===== src/rtl/chanlink_pkg.sv =====
// Shared definitions for the channel-link write scheduler: FSM encoding, overlap-tag
// field layout and tag helpers.
package chanlink_pkg;

  typedef logic [2:0] state_t;

  localparam state_t S_IDLE  = 3'd0;
  localparam state_t S_LOAD  = 3'd1;
  localparam state_t S_XFER  = 3'd2;
  localparam state_t S_STALL = 3'd3;
  localparam state_t S_DONE  = 3'd4;

  localparam int TAG_W        = 7;
  localparam int TAG_EVT_END  = 6;
  localparam int TAG_MOVLP    = 5;
  localparam int TAG_OVRLP    = 4;
  localparam int TAG_OCNT_MSB = 3;
  localparam int TAG_OCNT_LSB = 0;

  localparam logic [3:0] OCNT_SAT = 4'd15;

  function automatic logic [3:0] sat_ocnt(input logic [7:0] occ);
    if (occ > 8'(OCNT_SAT)) begin
      return OCNT_SAT;
    end else begin
      return occ[3:0];
    end
  endfunction

  function automatic logic [TAG_W-1:0] pack_tag(input logic evt_end, input logic movlp,
                                                input logic ovrlp, input logic [3:0] ocnt);
    logic [TAG_W-1:0] t;
    t = {TAG_W{1'b0}};
    t[TAG_EVT_END] = evt_end;
    t[TAG_MOVLP] = movlp;
    t[TAG_OVRLP] = ovrlp;
    t[TAG_OCNT_MSB:TAG_OCNT_LSB] = ocnt;
    return t;
  endfunction

endpackage


===== src/rtl/chanlink_dly_pipe.sv =====
// Fixed-depth shift register with asynchronous clear; lines write strobes up with
// ring-buffer read data.
module chanlink_dly_pipe #(
  parameter int W     = 8,
  parameter int DEPTH = 2
) (
  input  logic         clk,
  input  logic         arst,
  input  logic [W-1:0] din,
  output logic [W-1:0] dout
);

  logic [W-1:0] stage_q [DEPTH];
  logic [W-1:0] stage_d [DEPTH];

  // Next-stage values: shift by one.
  always_comb begin
    stage_d[0] = din;
    for (int i = 1; i < DEPTH; i++) begin
      stage_d[i] = stage_q[i-1];
    end
  end

  // Pipe registers; clear kills any in-flight strobe immediately.
  always_ff @(posedge clk or posedge arst) begin
    if (arst) begin
      for (int i = 0; i < DEPTH; i++) begin
        stage_q[i] <= {W{1'b0}};
      end
    end else begin
      stage_q <= stage_d;
    end
  end

  assign dout = stage_q[DEPTH-1];

endmodule


===== src/rtl/chanlink_wr_sched.sv =====
// Write-side sequencer for the channel-link event FIFO pair.
// Optional dropped-request counter: define CHANLINK_SCHED_DROP_CNT_EN.
module chanlink_wr_sched
  import chanlink_pkg::*;
#(
  parameter int NCHAN      = 6,
  parameter int ADDR_W     = 8,
  parameter int PEND_DEPTH = 4,
  parameter int RD_LAT     = 2
) (
  input  logic              WCLK,
  input  logic              RST_RESYNC,
  input  logic              L1A_MATCH,
  input  logic [ADDR_W-1:0] RING_PTR,
  input  logic [6:0]        SAMP_MAX,
  input  logic              EVT_AFL,
  output logic [ADDR_W-1:0] RD_ADDR,
  output logic [2:0]        CHAN_SEL,
  output logic              WREN,
  output logic [6:0]        OVRLP_EVT_DATA,
  output logic              L1A_WRT_EN,
  output logic              WARN,
  output logic              BUSY,
  output logic [7:0]        DROP_CNT
);

  localparam int PW = $clog2(PEND_DEPTH);
  localparam int CW = PW + 1;
  localparam logic [2:0]    CHAN_LAST = 3'(NCHAN - 1);
  localparam logic [CW-1:0] CNT_FULL  = CW'(PEND_DEPTH);

  state_t            state_q, state_d;
  logic [ADDR_W-1:0] rd_addr_q, rd_addr_d;
  logic [2:0]        chan_q, chan_d;
  logic [6:0]        smp_q, smp_d;
  logic [6:0]        smax_q, smax_d;
  logic              ovl_q, ovl_d;

  logic [ADDR_W-1:0]     qptr_q [PEND_DEPTH];
  logic [ADDR_W-1:0]     qptr_d [PEND_DEPTH];
  logic [PEND_DEPTH-1:0] qovl_q, qovl_d;
  logic [PW-1:0]         wr_idx_q, wr_idx_d;
  logic [PW-1:0]         rd_idx_q, rd_idx_d;
  logic [CW-1:0]         count_q, count_d;

  logic             full_s, pop_s, push_s, last_s, strobe_s;
  logic [TAG_W-1:0] tag_s;
  logic [TAG_W:0]   pipe_in_s, pipe_out_s;

  // Pending-request queue: a pop in LOAD frees a slot for a same-cycle push.
  always_comb begin
    full_s   = (count_q == CNT_FULL);
    pop_s    = (state_q == S_LOAD);
    push_s   = L1A_MATCH && (!full_s || pop_s);
    qptr_d   = qptr_q;
    qovl_d   = qovl_q;
    if (push_s) begin
      qptr_d[wr_idx_q] = RING_PTR;
      qovl_d[wr_idx_q] = (state_q != S_IDLE) || (count_q != {CW{1'b0}});
      wr_idx_d = wr_idx_q + PW'(1);
    end else begin
      wr_idx_d = wr_idx_q;
    end
    if (pop_s) begin
      rd_idx_d = rd_idx_q + PW'(1);
    end else begin
      rd_idx_d = rd_idx_q;
    end
    count_d = count_q + CW'(push_s) - CW'(pop_s);
  end

  // Event sequencing; stalls are taken only after a sample's last channel.
  always_comb begin
    state_d   = state_q;
    rd_addr_d = rd_addr_q;
    chan_d    = chan_q;
    smp_d     = smp_q;
    smax_d    = smax_q;
    ovl_d     = ovl_q;
    last_s    = (smp_q == smax_q) && (chan_q == CHAN_LAST);
    strobe_s  = (state_q == S_XFER);
    case (state_q)
      S_IDLE: begin
        if (count_q != {CW{1'b0}}) begin
          state_d = S_LOAD;
        end else begin
          state_d = S_IDLE;
        end
      end
      S_LOAD: begin
        rd_addr_d = qptr_q[rd_idx_q];
        ovl_d     = qovl_q[rd_idx_q];
        smax_d    = SAMP_MAX;
        smp_d     = 7'd0;
        chan_d    = 3'd0;
        state_d   = S_XFER;
      end
      S_XFER: begin
        if (last_s) begin
          state_d = S_DONE;
        end else if (chan_q == CHAN_LAST) begin
          chan_d    = 3'd0;
          smp_d     = smp_q + 7'd1;
          rd_addr_d = rd_addr_q + ADDR_W'(1);
          if (EVT_AFL) begin
            state_d = S_STALL;
          end else begin
            state_d = S_XFER;
          end
        end else begin
          chan_d = chan_q + 3'd1;
        end
      end
      S_STALL: begin
        if (!EVT_AFL) begin
          state_d = S_XFER;
        end else begin
          state_d = S_STALL;
        end
      end
      S_DONE: begin
        if (count_q != {CW{1'b0}}) begin
          state_d = S_LOAD;
        end else begin
          state_d = S_IDLE;
        end
      end
      default: begin
        state_d = S_IDLE;
      end
    endcase
  end

  // Scheduler and queue registers.
  always_ff @(posedge WCLK or posedge RST_RESYNC) begin
    if (RST_RESYNC) begin
      state_q   <= S_IDLE;
      rd_addr_q <= {ADDR_W{1'b0}};
      chan_q    <= 3'd0;
      smp_q     <= 7'd0;
      smax_q    <= 7'd0;
      ovl_q     <= 1'b0;
      for (int i = 0; i < PEND_DEPTH; i++) begin
        qptr_q[i] <= {ADDR_W{1'b0}};
      end
      qovl_q    <= {PEND_DEPTH{1'b0}};
      wr_idx_q  <= {PW{1'b0}};
      rd_idx_q  <= {PW{1'b0}};
      count_q   <= {CW{1'b0}};
    end else begin
      state_q   <= state_d;
      rd_addr_q <= rd_addr_d;
      chan_q    <= chan_d;
      smp_q     <= smp_d;
      smax_q    <= smax_d;
      ovl_q     <= ovl_d;
      qptr_q    <= qptr_d;
      qovl_q    <= qovl_d;
      wr_idx_q  <= wr_idx_d;
      rd_idx_q  <= rd_idx_d;
      count_q   <= count_d;
    end
  end

  // Tag uses the live occupancy, so later requests show up on the current event's words.
  assign tag_s     = pack_tag(last_s, count_q >= CW'(2), ovl_q, sat_ocnt(8'(count_q)));
  assign pipe_in_s = strobe_s ? {1'b1, tag_s} : {(TAG_W + 1){1'b0}};

  chanlink_dly_pipe #(
    .W     (TAG_W + 1),
    .DEPTH (RD_LAT)
  ) u_dly (
    .clk  (WCLK),
    .arst (RST_RESYNC),
    .din  (pipe_in_s),
    .dout (pipe_out_s)
  );

  assign RD_ADDR        = rd_addr_q;
  assign CHAN_SEL       = chan_q;
  assign WREN           = pipe_out_s[TAG_W];
  assign OVRLP_EVT_DATA = pipe_out_s[TAG_W-1:0];
  assign L1A_WRT_EN     = (state_q == S_LOAD);
  assign WARN           = (state_q == S_STALL) || full_s;
  assign BUSY           = (state_q != S_IDLE) || (count_q != {CW{1'b0}});

`ifdef CHANLINK_SCHED_DROP_CNT_EN
  logic       drop_s;
  logic [7:0] drop_cnt_q, drop_cnt_d;

  // Saturating count of requests refused by a full queue.
  always_comb begin
    drop_s = L1A_MATCH && !push_s;
    if (drop_s && (drop_cnt_q != 8'hFF)) begin
      drop_cnt_d = drop_cnt_q + 8'd1;
    end else begin
      drop_cnt_d = drop_cnt_q;
    end
  end

  // Drop counter register.
  always_ff @(posedge WCLK or posedge RST_RESYNC) begin
    if (RST_RESYNC) begin
      drop_cnt_q <= 8'h00;
    end else begin
      drop_cnt_q <= drop_cnt_d;
    end
  end

  assign DROP_CNT = drop_cnt_q;
`else
  assign DROP_CNT = 8'h00;
`endif

endmodule

===== config.mk =====
export PLATFORM = sky130hd
export DESIGN_NAME = chanlink_wr_sched
export DESIGN_NICKNAME = d
export VERILOG_FILES = /design/src/rtl/chanlink_pkg.sv /design/src/rtl/chanlink_dly_pipe.sv /design/src/rtl/chanlink_wr_sched.sv
export SDC_FILE = /design/constraint.sdc
export NUM_CORES = 1
export LEC_CHECK = 0
export ABC_AREA = 1
export BUFFER_PORTS_ARGS = -buffer_cell sky130_fd_sc_hd__buf_4
export CAP_MARGIN = 30
export CELL_PAD_IN_SITES_DETAIL_PLACEMENT = 0
export CELL_PAD_IN_SITES_GLOBAL_PLACEMENT = 2
export CORE_UTILIZATION = 35
export CTS_CLUSTER_SIZE = 12
export DETAILED_ROUTE_END_ITERATION = 10
export PLACE_DENSITY = 0.78
export SYNTH_ARGS = -nofsm -noshare
export SYNTH_HDL_FRONTEND = slang
export SYNTH_HIERARCHICAL = 1
export SYNTH_SLANG_ARGS = --single-unit
export TNS_END_PERCENT = 50

===== constraint.sdc =====
create_clock -name WCLK -period 3.65 [get_ports WCLK]
set_clock_uncertainty 0.2 [all_clocks]
set_input_delay 0.9125 -clock WCLK [delete_from_list [all_inputs] [get_ports WCLK]]
set_output_delay 0.9125 -clock WCLK [all_outputs]
set_load 0.005 [all_outputs]

**Word level (Yosys, flattened, before mapping)**

Index checks and enable logic that the tools add are counted.

- Register bits: 88
- Input bits: 19
- Output and inout port bits: 30
- Logic and storage cells: 83

- Order comparisons: 7
- $add $sub $neg: 7
- Bitwise logic cells: 2
- Multiplexer cells: 26
- Reductions and logical operators: 15
- Equality and inequality tests: 10

Operators with widths:

| operator | number |
|---|---|
| $mux 8 | 6 |
| $bwmux 32 | 1 |
| $bmux 8 s2 | 1 |
| $demux 8 s2 | 1 |
| $pmux 8 s2 | 1 |
| $mux 7 | 2 |
| $pmux 7 s2 | 1 |
| $mux 3 | 4 |
| $pmux 3 s4 | 1 |
| $eq 3x3->1 const B | 3 |
| $add 8x1->8 const B | 1 |
| $add 7x1->7 const B | 1 |
| $eq 7x7->1 | 1 |
| $eq 3x2->1 const B | 2 |
| $ge 3x3->1 const B | 2 |
| $lt 2x3->1 const B | 2 |
| $not 2->3 | 2 |
| $pmux 3 s2 | 1 |
| $reduce_bool 3->1 | 2 |
| $add 2x1->2 const B | 2 |
| $bwmux 4 | 1 |
| $logic_and 1x1->1 | 4 |
| $mux 1 | 4 |
| $add 3x1->3 | 1 |
| 18 further kinds | 20 |

**Longest topological paths before layout**

Gate-level depths: netlist (run 1).

- Word-level depth: 6
- Mapped depth: 12
- Gate-level depth less buffers: 11

**By module**

The synthesis (run 1) kept the hierarchy.

Modules (own cells, without submodules):

| module | cells an instance | instances | seq. area each (um^2) | area an instance (um^2) |
|---|---|---|---|---|
| chanlink_wr_sched | 494 | 1 | 1801.7 | 3876.2 |
| chanlink_dly_pipe | 17 | 1 | 400.4 | 404.1 |

**Worst setup path before layout (run 1)**

Ideal clock, no wire load.

- Path kind: input to register
- Start point: input port L1A_MATCH
- End point: register count_q[2]
- Library setup time: 0.123 ns
- Data arrival time: 2.118 ns
- Slack: 1.210 ns
- Path buffers: 1
- Data required time: 3.327 ns
- Stages: 7
- Path through: o21ai_4 -> buf_2 -> ha_1 -> inv_1 -> ha_1 -> fa_1 -> xnor2_1

- Word-level cells in the longest chain between the ends: 3

Ends and longest elaborated chain:

| what | RTL line | RTL |
|---|---|---|
| start: declaration | chanlink_wr_sched.sv:13 | `input logic L1A_MATCH,` |
| $logic_and 1x1->1 | chanlink_wr_sched.sv:54 | `push_s = L1A_MATCH && (!full_s \|\| pop_s);` |
| $add 3x1->3 | chanlink_wr_sched.sv:69 | `count_d = count_q + CW'(push_s) - CW'(pop_s);` |
| $sub 3x1->3 | chanlink_wr_sched.sv:69 |  |
| net count_d[2] | chanlink_wr_sched.sv:44 | `logic [CW-1:0] count_q, count_d;` |
| end signal: assignment | chanlink_wr_sched.sv:149 | `count_q <= {CW{1'b0}};` |
| end signal: assignment | chanlink_wr_sched.sv:161 | `count_q <= count_d;` |
| end: declaration | chanlink_wr_sched.sv:44 |  |

The timed path passes the listed nets, and every way through them passes these cells.
A chain may end at the register's enable or synchronous reset.

**Final worst setup path (run 1)**

- Start point: register state_q[1]
- End point: register count_q[1]

- Word-level cells in the longest chain between the ends: 5

Ends and longest elaborated chain:

| what | RTL line | RTL |
|---|---|---|
| start: declaration | chanlink_wr_sched.sv:32 | `state_t state_q, state_d;` |
| start signal: assignment | chanlink_wr_sched.sv:151 | `state_q <= state_d;` |
| $eq 3x1->1 * | chanlink_wr_sched.sv:53 | `pop_s = (state_q == S_LOAD);` |
| $logic_or 1x1->1 | chanlink_wr_sched.sv:54 |  |
| $logic_and 1x1->1 | chanlink_wr_sched.sv:54 |  |
| $add 3x1->3 | chanlink_wr_sched.sv:69 |  |
| $sub 3x1->3 * | chanlink_wr_sched.sv:69 |  |
| net count_d[1] | chanlink_wr_sched.sv:44 |  |

The timed path passes the listed nets; every way through them passes the cells marked *.

==> results of run 1 <==
[per-layer routing]
layer | share of wire | vias to the layer above | global-route usage
met3 | 0.032 | 12 | 0.0416
met2 | 0.48 | 51 | 0.283
met1 | 0.47 | 1570 | 0.229
met5 | 0 | - | 0
met4 | 0.015 | 0 | 0.0613
li1 | - | 1688 | -
[flip-flops by register name (all words and copies together) (netlist names)]
| name | flops |
|---|---|
| u_dly/stage_d | 8 |
| wr_idx_q | 2 |
| smax_q | 7 |
| rd_idx_q | 2 |
| smp_q | 7 |
| ovl_q | 1 |
| u_dly/dout | 8 |
| state_q | 3 |
| RD_ADDR | 8 |
| qovl_q | 4 |
| count_q | 3 |
| CHAN_SEL | 3 |
| qptr_q | 32 |
[synthesized netlist by cell type (all sizes together) (4+ instances only)]
library cell | count | share of area
a21oi | 22 | 0.026
buf | 19 | 0.032
clkbuf | 7 | 0.0061
dfrtp | 88 | 0.51
ha | 9 | 0.026
inv | 53 | 0.046
nand2 | 161 | 0.15
nand3 | 32 | 0.040
nor2 | 27 | 0.028
o21ai | 66 | 0.080
xnor2 | 8 | 0.016
xor2 | 4 | 0.0082
[where the power goes]
group	leakage (nW)	internal, W	total [W]	switching, W
sequential	1.10	0.00139	0.00166	0.000265
combinational	1.23	0.000656	0.00182	0.00116
clock	0.148	0.000599	0.000998	0.000399
[cells in the final DEF (no fill, tap or decap)]
cell type	n
nand2_4	1
nand2_2	3
clkinv_2	1
inv_1	48
clkinvlp_4	3
xnor2_1	8
nand4_1	2
nand3b_1	3
o21ai_0	63
nor2_1	22
a21oi_1	22
o21ai_4	1
nand3_2	2
nor4_1	2
nor2_2	4
clkinv_4	1
nand2_8	2
buf_4	45
nor3_1	3
bufinv_16	2
ha_1	9
nand3_1	30
nor2_4	1
o21ai_1	2
o211ai_1	2
inv_2	5
dfrtp_1	88
clkbuf_16	9
xor2_1	4
nand2_1	155
conb_1	9
o22ai_1	1
fa_1	1
[through the flow]
stage	hold slack, ps	utilization
after floorplan	131	-
after global placement	132	0.390
after detailed placement	137	0.390
after CTS	149	0.417
after global routing	161	0.417
final	147	0.417
[kinds of logic (layout without fill, tap and decap cells)]
family          count (synthesis)  after routing  share of synthesized area
flops                          88             88                      0.514
simple gates                  230            230                      0.234
other cells                     1              9                   0.000876
fa+ha+maj                      10             10                     0.0310
compound gates                 91             91                      0.110
xor+xnor                       12             12                     0.0246
buf+inv                        79            114                     0.0842
[cell type report]
type,count,share of cell area
inverters,53,0.0398
clock inverters,7,0.0193
repair buffers,45,0.0677
multi-input cells,352,0.350
flip-flops and latches,88,0.441
well taps,147,0.0368
clock buffers,9,0.0451
[final timing paths]
check                                 to  slack (ps)  depth (start not counted)
min in group asynchronous       smp_q[5]         370                          2
min reg2reg                u_dly/dout[1]         150                          0
max                           count_q[1]         870                          9
max in group asynchronous     qptr_q[14]        2130                          3
min                        u_dly/dout[1]         150                          0
max reg2reg                   count_q[1]         870                          9
[worst reg2reg max path, delay by kind of cell (launching register included)]
family	cells	cell delay, ps
buffers and inverters	4	490
AOI/OAI and AO/OA	1	580
DFF	1	400
and+or+nand+nor	1	80
adders and majority gates	3	910
==> summary.md, run 1 <==
| Metric | Value |
|---|---|
| All-layer global routing usage | 0.175 |
| Worst-path fanout max | 27 |
| DRC viols | 0 |
| RSZ-0062 raised after global routing | false |
| CTS Buf Count | 9 |
| CP required | 3670 ps |
| Starting Density | 0.358 |
| Drt wl/cell | 14.4 µm |
| Core box area | ~12,000 µm² |
| Placed cells | 685 |
| Total power | about 0.0045 W |
| CP top delay family | adder cells |
| CTS Buffer Depth | 2 |
| Worst-Margin Slew | 821 ps |
| Fin. Hold Viols | 0 |
| Number of global-route vias before repair | 3,297 |
| Fin nets | between 500 and 600 |
| Die area | about 13,000 µm² |
| Wirelength, routed | 10,100 µm |
| Cell Chain, Critical Path | inv_2 > nand3_1 > buf_4 > inv_2 > o21ai_4 > ha_1 > inv_1 > ha_1 > fa_1 |
| Pre-CTS setup slack | 832 ps |
| PortBufs | 40 |
| Status | finished, final reports clean |
| Power density over the cells | about 900 nW/µm² |
| Post-route setup TNS | 0 ps |
| Leak | about 2.5 nW |
| CP Class | register to register |
| Iteration-0 DRC Markers | between 150 and 200 |
| Post-CTS Setup Repair Bufs | 0 |
| # H-tree levels | 3 |
| Die Y | 113 µm |
| Clk sinks | 88 |
| CP bufs+invs | 4 |
| Hold Startpoint | u_dly/stage_d[1] |
| Achievable Freq | 360 MHz |
| CP max-delay cell | o21ai_4 |
| # rows | 40 |
| Post-route cell area | 4990 µm² |
| Post-synth cell types | 31 |
| Cts hold-fix bufs | 0 |
| DP Area | roughly 4700 µm² |
| Post-synth top flop | dfrtp_1 |
| ANT cells | 0 |
| Root Driver | clkbuf_16 |
| Clock Latency Late Sink | 350 ps |
| Register area share after synthesis | 0.514 |
| Startpoint Class | register |
| Finished Layout Cells | 701 |
| Worst Setup End Kind | register |
| Mean Syn Cell Area | 8.38 µm² |
| Slowest cell delay on critical path | 580 ps |
| Post-Synthesis Cells | 511 |
| Final min period | about 2800 ps |
| Number of synthesized register bits | 88 |
| Detailed Place HPWL | 6880 µm |
| DR vias/cell | around 4.7 |
| Final slew viol count | 0 |
| Fillers | 1,204 |
| I/O pin count | 49 |
| Reg-to-Reg Start | state_q[1] |
| Grt total ovfl | 0 |
| Post-synth EDFFs | 0 |
| Slew HR | 0.451 |
| Reg area | around 2200 µm² |
| Final WS setup | 871 ps |
| Critical Path Start | state_q[1] |
| Share of layout cells above drive strength 1 | 0.144 |
| ANT nets after route | 0 |
| First-pass GRT wire length | 17,000 µm |
| Final Cycle Share | 0.761 |
| CP arrival | 2800 ps |
| Post-CTS Resized | 0 |
| Worst min-delay path class | register to register |
| Largest net degree at the start of global routing | 31 |
| Placer Congestion | 0.726 |
| Synth-to-Final Area Change | 16.6% |
| Multi-input gate area | 1750 µm² |
| Max Cap Viol | 0 |
| Initial antenna violation count | 0 |
| Via count | 3,321 |
| Drt pass-1 iters | 4 |
| CTS clk-pin slew, worst paths | 60 ps |
| Mapped Area | 4280 µm² |
| Max VDD drop | 337 µV |
| Die width | 113 µm |
| CTS tree | done |
| # setup viols final | 0 |
| Ys async rst share | 1.00 |
| Synth warnings | 6 |
Note: power is estimated with default switching activity, not from simulation.
==> run 2: changes to the inputs <==
ABC_AREA = 0   (was 1)
PLACE_DENSITY = 0.74   (was 0.78)
clock period = 2.5 ns   (was 3.65 ns; I/O delays follow)
==> run 2 against run 1 <==
Compared with the run above:
- fmax grew 16%
- wire length shrank 21%
- worst hold slack got worse by 3.3 ps
- critical endpoint is now count_q[2]
==> summary.md, run 2 <==
| Metric | Value |
|---|---|
| Post-synth cell types | 46 (+48%) |
| Mean Syn Cell Area | 12.1 µm² (+44%) |
| Synth-to-Final Area Change | 19.2% |
| Power density over the cells | 1120 nW/µm² (+25%) |
| Worst-Margin Slew | 585 ps (-236 ps) |
| Commonest non-fill, non-tap cell in the layout | dfrtp_1 |
| Worst Setup End Kind | register |
| CP Class | register to register |
| Slew HR | 0.610 (+0.159) |
| DR vias/cell | 4.83 (+2.1%) |
| DP Area | 4460 µm² (-4.6%) |
| Die Y | 108 µm (-4.1%) |
| PortBufs | 40 (unchanged) |
| Post-Synthesis Cells | 326 (-36%) |
| Synth top area cells | dfrtp_1 (56%), mux2_2 (8.9%), mux4_2 (5.2%) |
| Post-synth top flop | dfrtp_1 |
| Top cells by count, synth | dfrtp_1 (88), nand2_1 (46), mux2_2 (31) |
| Placed cells | 510 (-26%) |
| Core box area | 10,900 µm² (-9.0%) |
| CTS clk-pin slew, worst paths | 90 ps (+30 ps) |
| Starting Density | 0.361 (+0.00322) |
| Max VDD drop | 460 µV (+36%) |
| Max Cap Viol | 0 (unchanged) |
| Root Driver | clkbuf_8 |
| Detailed Place HPWL | 5320 µm (-23%) |
| Finished Layout Cells | 527 (-25%) |
| Initial antenna violation count | 0 (unchanged) |
| Wirelength, routed | 7960 µm (-21%) |
| Max reg flops | 32 (unchanged) |
| Clk sinks | 88 (unchanged) |
| Post-layout util | 0.430 (+0.0130) |
| Leak | 2.16 nW (-13%) |
| Reg-to-Reg End | count_q[2] |
| # setup viols final | 0 (unchanged) |
| Post-synth EDFFs | 0 (unchanged) |
| All-layer global routing usage | 0.155 (-0.0205) |
| Number of global-route vias before repair | 2,624 (-20%) |
| First-pass GRT wire length | 13,600 µm (-20%) |
| Largest area contributor in the netlist | dfrtp_1 |
| Most frequent cells in the layout | dfrtp_1 (88), buf_4 (52), nand2_1 (46) |
| Status | finished, final reports clean |
| Post-route cell area | 4690 µm² (-6.1%) |
| Mapped Area | 3930 µm² (-8.2%) |
| Final slew viol count | 0 (unchanged) |
| Final min period | 2400 ps (-380 ps) |
| # rows | 38 (-5.0%) |
| CP top delay family | adder cells |
| Die area | 11,700 µm² (-8.0%) |
| Drt wl/cell | 15.1 µm (+5.2%) |
| I/O pin count | 49 (unchanged) |
| ANT cells | 0 (unchanged) |
| Reg with most FFs | qptr_q |
| Number of synthesized register bits | 88 (unchanged) |
| Startpoint Class | register |
| Worst min-delay path class | input pin to async pin |
| Register area share after synthesis | 0.560 (+0.0457) |
| # H-tree levels | 3 (unchanged) |
| CP max-delay cell | or3b_4 |
| CTS tree | done |
| Cell Chain, Critical Path | or3b_4 > a31oi_4 > inv_1 > ha_1 > inv_1 > ha_1 > fa_1 > xnor2_1 |
| Achievable Freq | 417 MHz (+16%) |
| Fin. Hold Viols | 0 (unchanged) |
| CP bufs+invs | 2 (-2) |
| Placer Congestion | 0.728 (+0.29%) |
| Die width | 108 µm (-4.1%) |
| R2R setup slack | 100 ps (-770 ps) |
| Final Cycle Share | 0.960 (+0.198) |
| Largest net degree at the start of global routing | 73 (+140%) |
| Post-route setup TNS | 0 ps (unchanged) |
| Fin nets | 411 (-29%) |
| DRC viols | 0 (unchanged) |
| CP required | 2550 ps (-1120 ps) |
| Synth warnings | 6 (unchanged) |
| CTS Buffer Depth | 2 (unchanged) |
| CTS Buf Count | 9 (unchanged) |
| R2r worst-path depth | 8 (-1) |
| Slowest cell delay on critical path | 440 ps (-140 ps) |
| Reg-to-Reg Start | state_q[2] |
| Iteration-0 DRC Markers | 68 (-55%) |
| Clock Latency Late Sink | 360 ps (about the same) |
| ANT nets after route | 0 (unchanged) |
| Grt total ovfl | 0 (unchanged) |
| Via count | 2,548 (-23%) |
| Most common cell in the netlist | dfrtp_1 |
| Worst-path fanout max | 4 (-85%) |
| Ys async rst share | 1.00 (unchanged) |
| Post-synth top area share | 0.560 (+0.0457) |
| Share of layout cells above drive strength 1 | 0.315 (+0.171) |
| Drt pass-1 iters | 4 (unchanged) |
| CP arrival | 2440 ps (-360 ps) |
## run 2: worst max path at each step
stage / end / slack, ps / cells past startpoint / from
after CTS: BUSY / 40 / 5 / count_q[0]
after global routing: count_q[2] / -5 / 8 / state_q[2]
after detailed placement: count_q[2] / 70 / 8 / state_q[2]
after global placement: count_q[2] / 130 / 8 / state_q[2]
final: count_q[2] / 100 / 8 / state_q[2]
after floorplan: count_q[2] / -70 / 9 / state_q[2]
## run 2: cell families (layout without fill, tap and decap cells)
group,count (synthesis),in the layout,synth area share
compound gates,45,45,0.0770
xor+xnor,11,11,0.0245
fa+ha+maj,10,10,0.0337
buf+inv,32,85,0.0385
flops,88,88,0.560
mux,45,45,0.153
other cells,1,9,0.000954
simple gates,94,94,0.112
## run 2: stage by stage
step | hold slack (ps) | setup slack (ps) | total power, W
4_1_cts | 151 | 39.3 | 0.00529
6_report | 144 | 101 | 0.00524
2_1_floorplan | 131 | -73.4 | 0.00364
3_5_place_dp | 135 | 72.1 | 0.00429
5_1_grt | 166 | -5.22 | 0.00568
3_3_place_gp | 131 | 130 | 0.00423
## run 2: area by class of cell
| cell class | instances | area, µm² |
|---|---|---|
| Inverter | 15 | 60.1 |
| Timing Repair Buffer | 54 | 422 |
| Multi-Input combinational cell | 214 | 1630 |
| Sequential cell | 88 | 2200 |
| Clock buffer | 10 | 128 |
| Tap cell | 140 | 175 |
| Clock inverter | 6 | 68.8 |
| Fill cell | 1042 | 6200 |
## run 2: worst register-to-register path, cell delays in order (launching register included)
cell     delay, ps
dfrtp_1        420
or3b_4         440
a31oi_4        180
inv_1           60
ha_1           260
inv_1           40
ha_1           190
fa_1           380
xnor2_1        130
## run 2: power by group
part	total (W)	switching (W)	internal [W]	leakage, nW
combinational	0.00182	0.000824	0.00100	1.01
sequential	0.00243	0.000411	0.00202	1.06
clock	0.000992	0.000526	0.000466	0.0851
## run 2: timing repair
item                                    CTS  global route
buffers inserted                          0             1
hold buffers                              0             0
gates resized for setup                   1             5
pin swaps                                 0             1
endpoints found under the setup margin    1             3
## run 2: layer usage
layer / vias up / global-route usage / part of all wire
li1: 1231 / - / -
met3: 8 / 0.0380 / 0.034
met5: - / 0 / 0
met2: 39 / 0.255 / 0.48
met4: 0 / 0.0440 / 0.010
met1: 1270 / 0.201 / 0.47
==> run 3: changes to the inputs <==
SYNTH_HIERARCHICAL = not set   (was 1)
==> run 3 against run 2 <==
Compared with the run above:
- die area decreased by 0.31%
- critical endpoint is now BUSY
- combinational power increased by 12%
- synthesized area decreased by 0.32%
- global-route usage decreased by 0.15 points
- fmax decreased by 0.78%
- synthesized cell count increased by 1.2%
- core utilization unchanged
- register-to-register slack about the same
- via count increased by 1.8%
- critical path depth decreased by 3
==> summary.md, run 3 <==
| Metric | Value |
|---|---|
| CTS Buffer Depth | 2 (unchanged) |
| Die area | 11,600 µm² (-0.31%) |
| Status | finished, final reports clean |
| Worst Setup End Kind | output pin |
| # setup viols final | 0 (unchanged) |
| Most common cell in the netlist | dfrtp_1 |
| Post-synth EDFFs | 0 (unchanged) |
| Met1 usage | 0.189 (-0.0120) |
| Post-CTS Setup Repair Bufs | 0 (unchanged) |
| Share of layout cells above drive strength 1 | 0.313 (-0.00193) |
| Die width | 108 µm (-0.15%) |
| Final WS setup | 82.3 ps (-18.9 ps) |
| First-pass GRT wire length | 13,300 µm (-2.0%) |
| Synth-to-Final Area Change | 19.6% |
| DRC viols | 0 (unchanged) |
| Global route hottest layer | met2 |
| Wirelength, routed | 7930 µm (-0.39%) |
| Post-synth top flop | dfrtp_1 |
| Final slew viol count | 0 (unchanged) |
| I/O pin count | 49 (unchanged) |
| Post-Synthesis Cells | 330 (+1.2%) |
| Top cells by count, synth | dfrtp_1 (86), nand2_1 (42), mux2_2 (31) |
| Worst-path fanout max | 5 (+1) |
| Fin nets | 408 (-0.73%) |
| # rows | 38 (unchanged) |
| Reg with most FFs | qptr_q |
| Achievable Freq | 414 MHz (-0.78%) |
| Leak | 2.09 nW (-3.0%) |
| Drt pass-1 iters | 4 (unchanged) |
| Core box area | 10,900 µm² (unchanged) |
| R2R setup slack | 110 ps (about the same) |
| Via count | 2,594 (+1.8%) |
| Final Cycle Share | 0.967 (+0.00757) |
| Root Driver | clkbuf_8 |
| Worst min-delay path class | input pin to async pin |
| Mean Syn Cell Area | 11.9 µm² (-1.5%) |
| Commonest non-fill, non-tap cell in the layout | dfrtp_1 |
| CP required | 1670 ps (-880 ps) |
| Power density over the cells | 1200 nW/µm² (+7.4%) |
| Number of global-route vias before repair | 2,626 (+0.076%) |
| ANT cells | 0 (unchanged) |
| Startpoint Class | register |
| Max VDD drop | 567 µV (+23%) |
| Grt total ovfl | 0 (unchanged) |
| Worst-Margin Slew | 583 ps (-1.34 ps) |
| Finished Layout Cells | 523 (-0.76%) |
| Die Y | 108 µm (-0.15%) |
| Met2 Use GR | 0.258 (+0.00301) |
| DR vias/cell | 4.96 (+2.6%) |
| Most frequent cells in the layout | dfrtp_1 (86), buf_4 (49), nand2_1 (42) |
| CTS Buf Count | 9 (unchanged) |
| CTS clk-pin slew, worst paths | 80 ps (about the same) |
| Synth warnings | 0 (-6) |
| Placer Congestion | 0.712 (-2.3%) |
| Drt wl/cell | 15.2 µm (+0.37%) |
| Register area share after synthesis | 0.549 (-0.0110) |
| Detailed Place HPWL | 5400 µm (+1.3%) |
| Iteration-0 DRC Markers | 140 (+110%) |
| Fin. Hold Viols | 0 (unchanged) |
| Clk sinks | 86 (-2.3%) |
| CP arrival | 1590 ps (-850 ps) |
| Final min period | 2420 ps (+18.9 ps) |
| Initial antenna violation count | 0 (unchanged) |
| CTS tree | done |
| Starting Density | 0.360 (-0.00115) |
| Post-layout util | 0.430 (unchanged) |
| Max Cap Viol | 0 (unchanged) |
| ANT nets after route | 0 (unchanged) |
| Largest net degree at the start of global routing | 35 (-52%) |
| PortBufs | 39 (-2.5%) |
| CP Class | register to output pin |
| Max reg flops | 32 (unchanged) |
| Total power | 0.00563 W (+7.4%) |
| All-layer global routing usage | 0.153 (-0.00150) |
| Slew HR | 0.610 (about the same) |
| Synth top area cells | dfrtp_1 (55%), mux2_2 (8.9%), mux4_2 (5.2%) |
| Placed cells | 508 (-0.39%) |
| Clock Latency Late Sink | 360 ps (about the same) |
| # H-tree levels | 3 (unchanged) |
| Ys async rst share | 1.00 (unchanged) |
| Post-synth cell types | 46 (unchanged) |
| Post-synth top area share | 0.549 (-0.0110) |
| GRT met3 Usage | 0.0375 (-0.000444) |
| Fillers | 1,034 (-0.77%) |
| Number of synthesized register bits | 86 (-2.3%) |
| Pre-CTS setup slack | 114 ps (+41.9 ps) |
| Cts hold-fix bufs | 0 (unchanged) |
| Mapped Area | 3920 µm² (-0.32%) |
| Largest area contributor in the netlist | dfrtp_1 |
| RSZ-0062 raised after global routing | true |
[run 3: timing repair]
| item | 4_1_cts | 5_1_grt |
|---|---|---|
| pin swaps | 0 | 1 |
| endpoints found under the setup margin | 1 | 2 |
| gates resized for setup | 3 | 3 |
[run 3: metrics by stage]
stage          setup TNS (ps)  hold slack [ps]  instance area (µm²)
6_report                    0              128                 4690
4_1_cts                     0              137                 4680
3_5_place_dp                0              135                 4420
2_1_floorplan           -50.5              131                 3950
5_1_grt                 -13.6              161                 4690
3_3_place_gp                0              133                 4420
[run 3: where the power goes]
group | total [W] | internal [W] | leakage (nW) | switching, W
clock network | 0.00116 | 0.000684 | 0.119 | 0.000472
logic | 0.00203 | 0.00115 | 0.937 | 0.000887
registers | 0.00244 | 0.00199 | 1.04 | 0.000452
total | 0.00563 | 0.00382 | 2.09 | 0.00181
[run 3: per-layer routing]
metal | wire, µm | vias up | part of all wire
met4 | 108 | 0 | 0.014
met1 | 3680 | 1305 | 0.46
li1 | - | 1238 | -
met3 | 254 | 10 | 0.032
met5 | 0 | - | 0
met2 | 3890 | 41 | 0.49
[run 3: cells by family after synthesis]
logic type / count (synthesis) / synth area share
and+or+nand+nor: 92 / 0.109
DFF: 86 / 0.549
AOI/OAI and AO/OA: 48 / 0.0865
muxes: 43 / 0.149
buffers and inverters: 39 / 0.0469
xor gates and xnor gates: 11 / 0.0246
adders and majority gates: 10 / 0.0338
other: 1 / 0.000957
[run 3: area by class of cell]
class / instances / area [µm²] / area share
sequential: 86 / 2150 / 0.459
multi-input combinational: 213 / 1640 / 0.349
timing repair buffer: 52 / 419 / 0.0895
tap: 140 / 175 / 0.0374
clock buffer: 11 / 141 / 0.0302
clock inverter: 4 / 95.1 / 0.0203
inverter: 17 / 67.6 / 0.0144
[run 3: worst paths after layout]
path,startpoint,end,depth (start not counted)
setup / recovery,count_q[0],BUSY,5
hold / removal,RST_RESYNC,qptr_q[18],2
setup reg to reg,state_q[2],count_q[2],8
hold reg to reg,u_dly.stage_d[7],u_dly.dout[7],0
max in group asynchronous,RST_RESYNC,smax_q[2],3
min in group WCLK,u_dly.stage_d[7],u_dly.dout[7],0
[run 3: critical path, cell delays in order (launching register included)]
cell	delay, ps
dfrtp_1	420
nor3_2	220
nor4b_4	270
buf_4	190
inv_2	40
buf_6	100
